**src/rtl/pe_sequencer.sv**
```systemverilog
// PE job sequencer: steps a processing element through clear, scratchpad fill,
// compute, optional psum merge and scratchpad release for a grid of
// weight-by-iact passes. Abort returns to idle through a one-cycle clear state.
module pe_sequencer #(
  parameter int unsigned CNT_W = 8
) (
  input  logic             clock,
  input  logic             reset,
  input  logic             start,
  input  logic             abort,
  input  logic [CNT_W-1:0] cfg_weight_passes,
  input  logic [CNT_W-1:0] cfg_iact_passes,
  input  logic [4:0]       cfg_psum_depth,
  input  logic             cfg_accumulate,
  input  logic             all_write_fin,
  input  logic             cal_fin,
  input  logic             psum_add_fin,
  output logic             do_load_en,
  output logic             psum_enq_en,
  output logic             iact_write_fin_clear,
  output logic             weight_write_fin_clear,
  output logic             psum_spad_clear,
  output logic [4:0]       PSUM_DEPTH,
  output logic             busy,
  output logic             done,
  output logic [CNT_W-1:0] weight_pass_cnt,
  output logic [CNT_W-1:0] iact_pass_cnt
);

  typedef enum logic [3:0] {
    StIdle, StClear, StWaitWr, StLoad, StCompute, StAccum, StRelease, StDone, StAbort
  } state_e;

  state_e           state_q, state_d;
  logic [CNT_W-1:0] weight_passes_q, weight_passes_d;
  logic [CNT_W-1:0] iact_passes_q, iact_passes_d;
  logic [CNT_W-1:0] weight_cnt_q, weight_cnt_d;
  logic [CNT_W-1:0] iact_cnt_q, iact_cnt_d;
  logic             accumulate_q, accumulate_d;
  logic [4:0]       psum_depth_q, psum_depth_d;
  logic             take_start, take_abort, weight_last, iact_last;

  assign take_start  = (state_q == StIdle) && start;
  // StAbort already heads to idle, so a held abort does not re-enter it
  assign take_abort  = abort && (state_q != StIdle) && (state_q != StAbort);
  assign weight_last = (weight_cnt_q == weight_passes_q - CNT_W'(1));
  assign iact_last   = (iact_cnt_q == iact_passes_q - CNT_W'(1));

  assign PSUM_DEPTH      = psum_depth_q;
  assign weight_pass_cnt = weight_cnt_q;
  assign iact_pass_cnt   = iact_cnt_q;

  // State and datapath registers
  always_ff @(posedge clock) begin
    if (reset) begin
      state_q         <= StIdle;
      weight_passes_q <= '0;
      iact_passes_q   <= '0;
      weight_cnt_q    <= '0;
      iact_cnt_q      <= '0;
      accumulate_q    <= 1'b0;
      psum_depth_q    <= '0;
    end else begin
      state_q         <= state_d;
      weight_passes_q <= weight_passes_d;
      iact_passes_q   <= iact_passes_d;
      weight_cnt_q    <= weight_cnt_d;
      iact_cnt_q      <= iact_cnt_d;
      accumulate_q    <= accumulate_d;
      psum_depth_q    <= psum_depth_d;
    end
  end

  // Next-state: abort overrides every transition out of a busy state
  always_comb begin
    state_d = state_q;
    if (take_abort) begin
      state_d = StAbort;
    end else begin
      unique case (state_q)
        StIdle: begin
          if (start) begin
            // zero passes means nothing to do: report completion directly
            state_d = ((cfg_weight_passes == '0) || (cfg_iact_passes == '0)) ? StDone : StClear;
          end
        end
        StClear:   state_d = StWaitWr;
        StWaitWr:  if (all_write_fin) state_d = StLoad;
        StLoad:    state_d = StCompute;
        StCompute: if (cal_fin) state_d = accumulate_q ? StAccum : StRelease;
        StAccum:   if (psum_add_fin) state_d = StRelease;
        StRelease: state_d = (weight_last && iact_last) ? StDone : StWaitWr;
        StDone:    state_d = StIdle;
        StAbort:   state_d = StIdle;
        default:   state_d = StIdle;
      endcase
    end
  end

  // Config latch and pass counters
  always_comb begin
    weight_passes_d = weight_passes_q;
    iact_passes_d   = iact_passes_q;
    accumulate_d    = accumulate_q;
    psum_depth_d    = psum_depth_q;
    weight_cnt_d    = weight_cnt_q;
    iact_cnt_d      = iact_cnt_q;
    if (take_start) begin
      weight_passes_d = cfg_weight_passes;
      iact_passes_d   = cfg_iact_passes;
      accumulate_d    = cfg_accumulate;
      psum_depth_d    = cfg_psum_depth;
    end
    if (take_abort || (state_q == StDone)) begin
      weight_cnt_d = '0;
      iact_cnt_d   = '0;
    end else if (state_q == StRelease) begin
      if (weight_last) begin
        weight_cnt_d = '0;
        iact_cnt_d   = iact_cnt_q + CNT_W'(1);
      end else begin
        weight_cnt_d = weight_cnt_q + CNT_W'(1);
      end
    end
  end

  // Control outputs decoded from the current state
  always_comb begin
    do_load_en             = 1'b0;
    psum_enq_en            = 1'b0;
    iact_write_fin_clear   = 1'b0;
    weight_write_fin_clear = 1'b0;
    psum_spad_clear        = 1'b0;
    done                   = 1'b0;
    busy                   = (state_q != StIdle);
    unique case (state_q)
      StClear:   psum_spad_clear = 1'b1;
      StLoad:    do_load_en = 1'b1;
      StAccum:   psum_enq_en = 1'b1;
      StRelease: begin
        weight_write_fin_clear = 1'b1;
        iact_write_fin_clear   = weight_last;
      end
      StDone:    done = 1'b1;
      StAbort: begin
        iact_write_fin_clear   = 1'b1;
        weight_write_fin_clear = 1'b1;
        psum_spad_clear        = 1'b1;
      end
      default: ;
    endcase
  end

endmodule

```
**config.mk**
```make
export PLATFORM = sky130hd
export DESIGN_NAME = pe_sequencer
export DESIGN_NICKNAME = d
export VERILOG_FILES = /design/src/rtl/pe_sequencer.sv
export SDC_FILE = /design/constraint.sdc
export NUM_CORES = 1
export LEC_CHECK = 0
export ABC_AREA = 1
export CAP_MARGIN = 20
export CELL_PAD_IN_SITES_DETAIL_PLACEMENT = 1
export CELL_PAD_IN_SITES_GLOBAL_PLACEMENT = 1
export CORE_UTILIZATION = 35
export DETAILED_ROUTE_END_ITERATION = 12
export PLACE_DENSITY = 0.84
export SYNTH_ARGS = -nofsm -noshare
export SYNTH_HDL_FRONTEND = slang
export SYNTH_SLANG_ARGS = --single-unit
export TNS_END_PERCENT = 10
```
**constraint.sdc**
```tcl
create_clock -name clock -period 2.45 [get_ports clock]
set_input_delay 0.49 -clock clock [delete_from_list [all_inputs] [get_ports clock]]
set_output_delay 0.49 -clock clock [all_outputs]
set_load 0.02 [all_outputs]
```
* After elaboration in Yosys (flattened, before gate mapping)
Cells that the tools add are included.
** Word-level totals
- Logic and storage cells :: 64
- Output and inout port bits :: 28
- Bits of input ports :: 29
- Register bits :: 42
** Operators by class
- Reduce and logical (&&, ||, !) cells :: 17
- $add $sub $neg :: 4
- Muxes and demuxes :: 16
- Eq/ne operators :: 19
** Operators by type and width (count)
- case mux 4 bit (7 select lines) :: 1
- two-way mux 4 bit :: 5
- adder 8 x 1 -> 8 bit (second input constant) :: 2
- == test 4 x 3 -> 1 bit (second input constant) :: 4
- == test 8 bit :: 2
- logical NOT 8 bit :: 2
- subtractor 8 x 1 -> 8 bit (second input constant) :: 2
- inequality test 3 bit (second input constant) :: 4
- == test 4 x 2 -> 1 bit (second input constant) :: 2
- two-way mux 8 bit :: 1
- inequality test 2 bit (second input constant) :: 4
- AND reduction 4 bit :: 2
- OR reduction 2 bit :: 4
- two-way mux 3 bit :: 2
- two-way mux 1 bit :: 5
- == test 4 x 1 -> 1 bit (second input constant) :: 1
- == test 4 bit (second input constant) :: 1
- logical AND 1 bit :: 4
- logical NOT 4 bit :: 1
- inequality test 4 bit (second input constant) :: 1
- nonzero test 4 bit :: 1
- logical OR 1 bit :: 2
- two-way mux 2 bit :: 1
- case mux 1 bit (2 select lines) :: 1
- AND reduction 2 bit :: 1

* Logic depth before layout (Yosys ltp)
- Depth in word-level cells :: 6
- Gate-level depth with buffers :: 16
- Depth with buffers taken out :: 16

* Worst setup path before layout
OpenSTA, ideal clock, no wires.
- Path type :: register to output
- From :: reg weight_passes_q[1]
- To :: out iact_write_fin_clear
- Cell stages (with the launch flop) :: 12
- Path slack :: 0.471 ns
- Required time :: 1.960 ns
- Data arrival time :: 1.489 ns
- Cells stage by stage :: dfxtp_1 -> inv_1 -> ha_1 -> nand2_1 -> inv_1 -> nor2_1 -> nand3_1 -> nor2_1 -> nand3_2 -> nor2_4 -> nand2_4 -> nand2_1
** Between the ends
- Cells in the longest elaborated chain, start to end :: 3
** RTL lines
- start, declared :: line 35 : logic [CNT_W-1:0] weight_passes_q, weight_passes_d;
- start signal, assigned :: line 65 : weight_passes_q <= weight_passes_d;
- subtractor 8 x 1 -> 8 bit :: line 46 : assign weight_last = (weight_cnt_q == weight_passes_q - CNT_W'(1));
- == test 8 bit :: line 46
- case mux 1 bit (2 select lines) :: line 136 : unique case (state_q)
- end, declared :: line 20 : output logic iact_write_fin_clear,
No other way between the ends.

* Final worst setup path
- From :: reg weight_passes_q[0]
- To :: out iact_write_fin_clear
Same word-level chain as after synthesis.

==> reports/qor.yml <==
status: "finished, final reports clean"
synthDistinctLibCells: 35
r2r_start: "weight_passes_q[0]"
synth_seq_area_share: 0.328
min_period_ns: 2.34
first_pass_iters: 4
drv_cap: 0
max_freq_mhz: 426
ctsLongestPathBuffers: 2
p_leak_nw: 1.46
cp-startpoint: "weight_passes_q[0]"
slew_viol_final: 0
ioPinCount: 57
crit_fanout: 2
grt_antenna_before_repair: 0
dr_wl_met2_mm: 3.61
ys_ff_latch: 42
finClkSkew_ns: 0.00722
synthCells: 381
port_buffers: 56
syn_area_per_cell_um2: 6.72
rsz0062_at_grt: "true"
overflow: 0
ant_nets: 0
num_rows: 30
synth_edf_count: 0
design_area_um2: 3440
tns_ns: 0
grt_max_degree: 33
path_common_cell: "nor2_1"
fin_nets: 481
worstMarginPinSlew_ns: 0.307
synth_top_area_share: 0.328
p_total_mw: 3.21
ir_drop_uv: 587
initial_core_util: 0.369
fin_ws_ns: 0.105
met1_length_mm: 3.44
ys_top_cells_by_area: "dfxtp_1 (33%), nand2_1 (13%), nor2_1 (8.1%)"
r2r_setup_slack_ns: 0.47
clk_pin_slew_ns: 0.09
core_um2: 6940
vias_per_cell: 4.90
whs_ns: 0.475
finalWeightedCongestion: 0.839
post-place-ws_ns: -0.0825
grt_pass1_wl_mm: 12.4
diodes: 0
yosysMostFrequentCell: "nand2_1"
fin_util: 0.495
cp_top_family: "simple AND/OR/NAND/NOR gates"
die_x_um: 87.5
cp.depth: 12
final.period_utilization: 0.957
r2r-end: "state_q[2]"
dpl_cell_area_um2: 3280
hp-class: "reg -> reg"
clock_sinks: 42
drive_gt1_frac: 0.145
worst_skew_pair.late_latency_ns: 0.30
grt_pass1_vias: 2723
slew_headroom: 0.795
reg2regPathDepth: 14
ys.flop_type: "dfxtp_1"
yosysTopAreaCell: "dfxtp_1"
hold_viol: 0
setup_violations: 0
dieArea_um2: 7660
cp_slowest_cell: "dfxtp_2"
stdcell_count: 545
grt.total_usage: 0.207
cts_buffers: 5
totalWireLength_mm: 7.42
root_buffer: "clkbuf_8"
area_growth_pct: 34.2
path_buf_inv: 3
drc: 0
arrival_ns: 1.85
tritoncts: "yes"
async_flop_share: 0
start_kind: "flop"
powerDensity_nw_per_um2: 934
cts_max_level: 2
avgRoutedWirePerCell_um: 13.6
top_layer: "met4"
synth_warnings: 0
hpwl_mm: 5.79
worst-endpoint-required_ns: 1.96
critPathKind: "reg -> out"
dieHeight_um: 87.5
holdBufCountCts: 0
place_inst: 535
endpoint: "iact_write_fin_clear"
drtIter0Drc: 35
syn_area_um2: 2560
dr_total_vias: 2673
wl_met3_um: 288
slowest_delay_ns: 0.35
cp_cell_sequence: "inv_2, ha_4, nand2_1, inv_1, nor2_1, nand3_1, nor2_1, nand3_2, nor2_4, nand2_4, nand2_2, buf_6"
syn_nets: 414
end_kind: "primary output"
synth_commonest_cells: "nand2_1 (92), nor2_1 (55), dfxtp_1 (42)"
## kinds of logic (layout without fill, tap and decap cells)
family / Yosys count / after routing / share of synthesized area
adder cells (fa/ha/maj): 4 / 4 / 0.0195
AO/OA/AOI/OAI: 47 / 47 / 0.113
flip-flops: 42 / 42 / 0.328
AND/OR/NAND/NOR: 217 / 217 / 0.402
XOR/XNOR: 16 / 16 / 0.0547
buffers and inverters: 55 / 123 / 0.0821
## how the worst min path moves through the flow
stage                            end              from  slack (ns)  cells after the start
finish                 PSUM_DEPTH[4]     PSUM_DEPTH[4]        0.48                      2
global placement       PSUM_DEPTH[1]     PSUM_DEPTH[1]        0.46                      2
floorplan           iact_passes_q[7]  iact_passes_q[7]        0.45                      2
detailed placement     PSUM_DEPTH[4]     PSUM_DEPTH[4]        0.46                      2
global route           PSUM_DEPTH[0]     PSUM_DEPTH[0]        0.51                      2
CTS                    PSUM_DEPTH[4]     PSUM_DEPTH[4]        0.48                      2
## worst reg2reg max path, cell delays in order, from the launching register on
cell	delay, ns
dfxtp_2	0.35
inv_2	0.05
ha_4	0.23
nand2_1	0.06
inv_1	0.04
nor2_1	0.10
nand3_1	0.10
nor2_1	0.14
nand3_2	0.10
nor2_4	0.13
nand2_4	0.07
buf_4	0.17
o21bai_1	0.15
nand2_1	0.07
a21oi_1	0.16
## flip-flops by register name, indices dropped and copies added, names as in the netlist
name	flops
iact_passes_q	8
PSUM_DEPTH	5
weight_passes_q	8
state_q	4
weight_pass_cnt	8
iact_pass_cnt	8
accumulate_q	1
## final cells by class
cell class	instances	area, µm²
Multi-Input combinational cell	284	1540
Sequential cell	42	843
Timing Repair Buffer	66	639
Inverter	49	185
Tap cell	96	120
Fill cell	911	3510
Clock inverter	3	43.8
Clock buffer	5	68.8
## power breakdown
part | switching (mW) | internal (mW)
Clock | 0.269 | 0.306
Sequential | 0.121 | 0.813
Combinational | 1.04 | 0.657
Total | 1.43 | 1.78
## placed cells by master, fill, tap and decap left out, types with 4 or more instances in the layout
cell             count
nand2_1             91
a211oi_1            15
nand3_1             34
clkdlybuf4s50_1     54
o21ai_0              5
buf_4               10
nor4_1               4
xor2_1               9
inv_2               12
a21oi_1             17
xnor2_1              7
clkbuf_8             5
nor2_2               7
inv_1               36
nor2_1              54
dfxtp_1             40
nand2_2              5
## metal layers
layer  up-vias  global-route usage
met5         -                   0
met4         0              0.0462
met3         7              0.0377
met2        51               0.371
met1      1253               0.258
li1       1362                   -
## timing repair
action | in CTS | in global routing
buffers inserted | 0 | 2
endpoints found under the setup margin | 1 | 4
cloned | 0 | 0
gates resized for setup | 6 | 10
pin swaps | 0 | 5
Note: power is estimated with default switching activity, not from simulation.
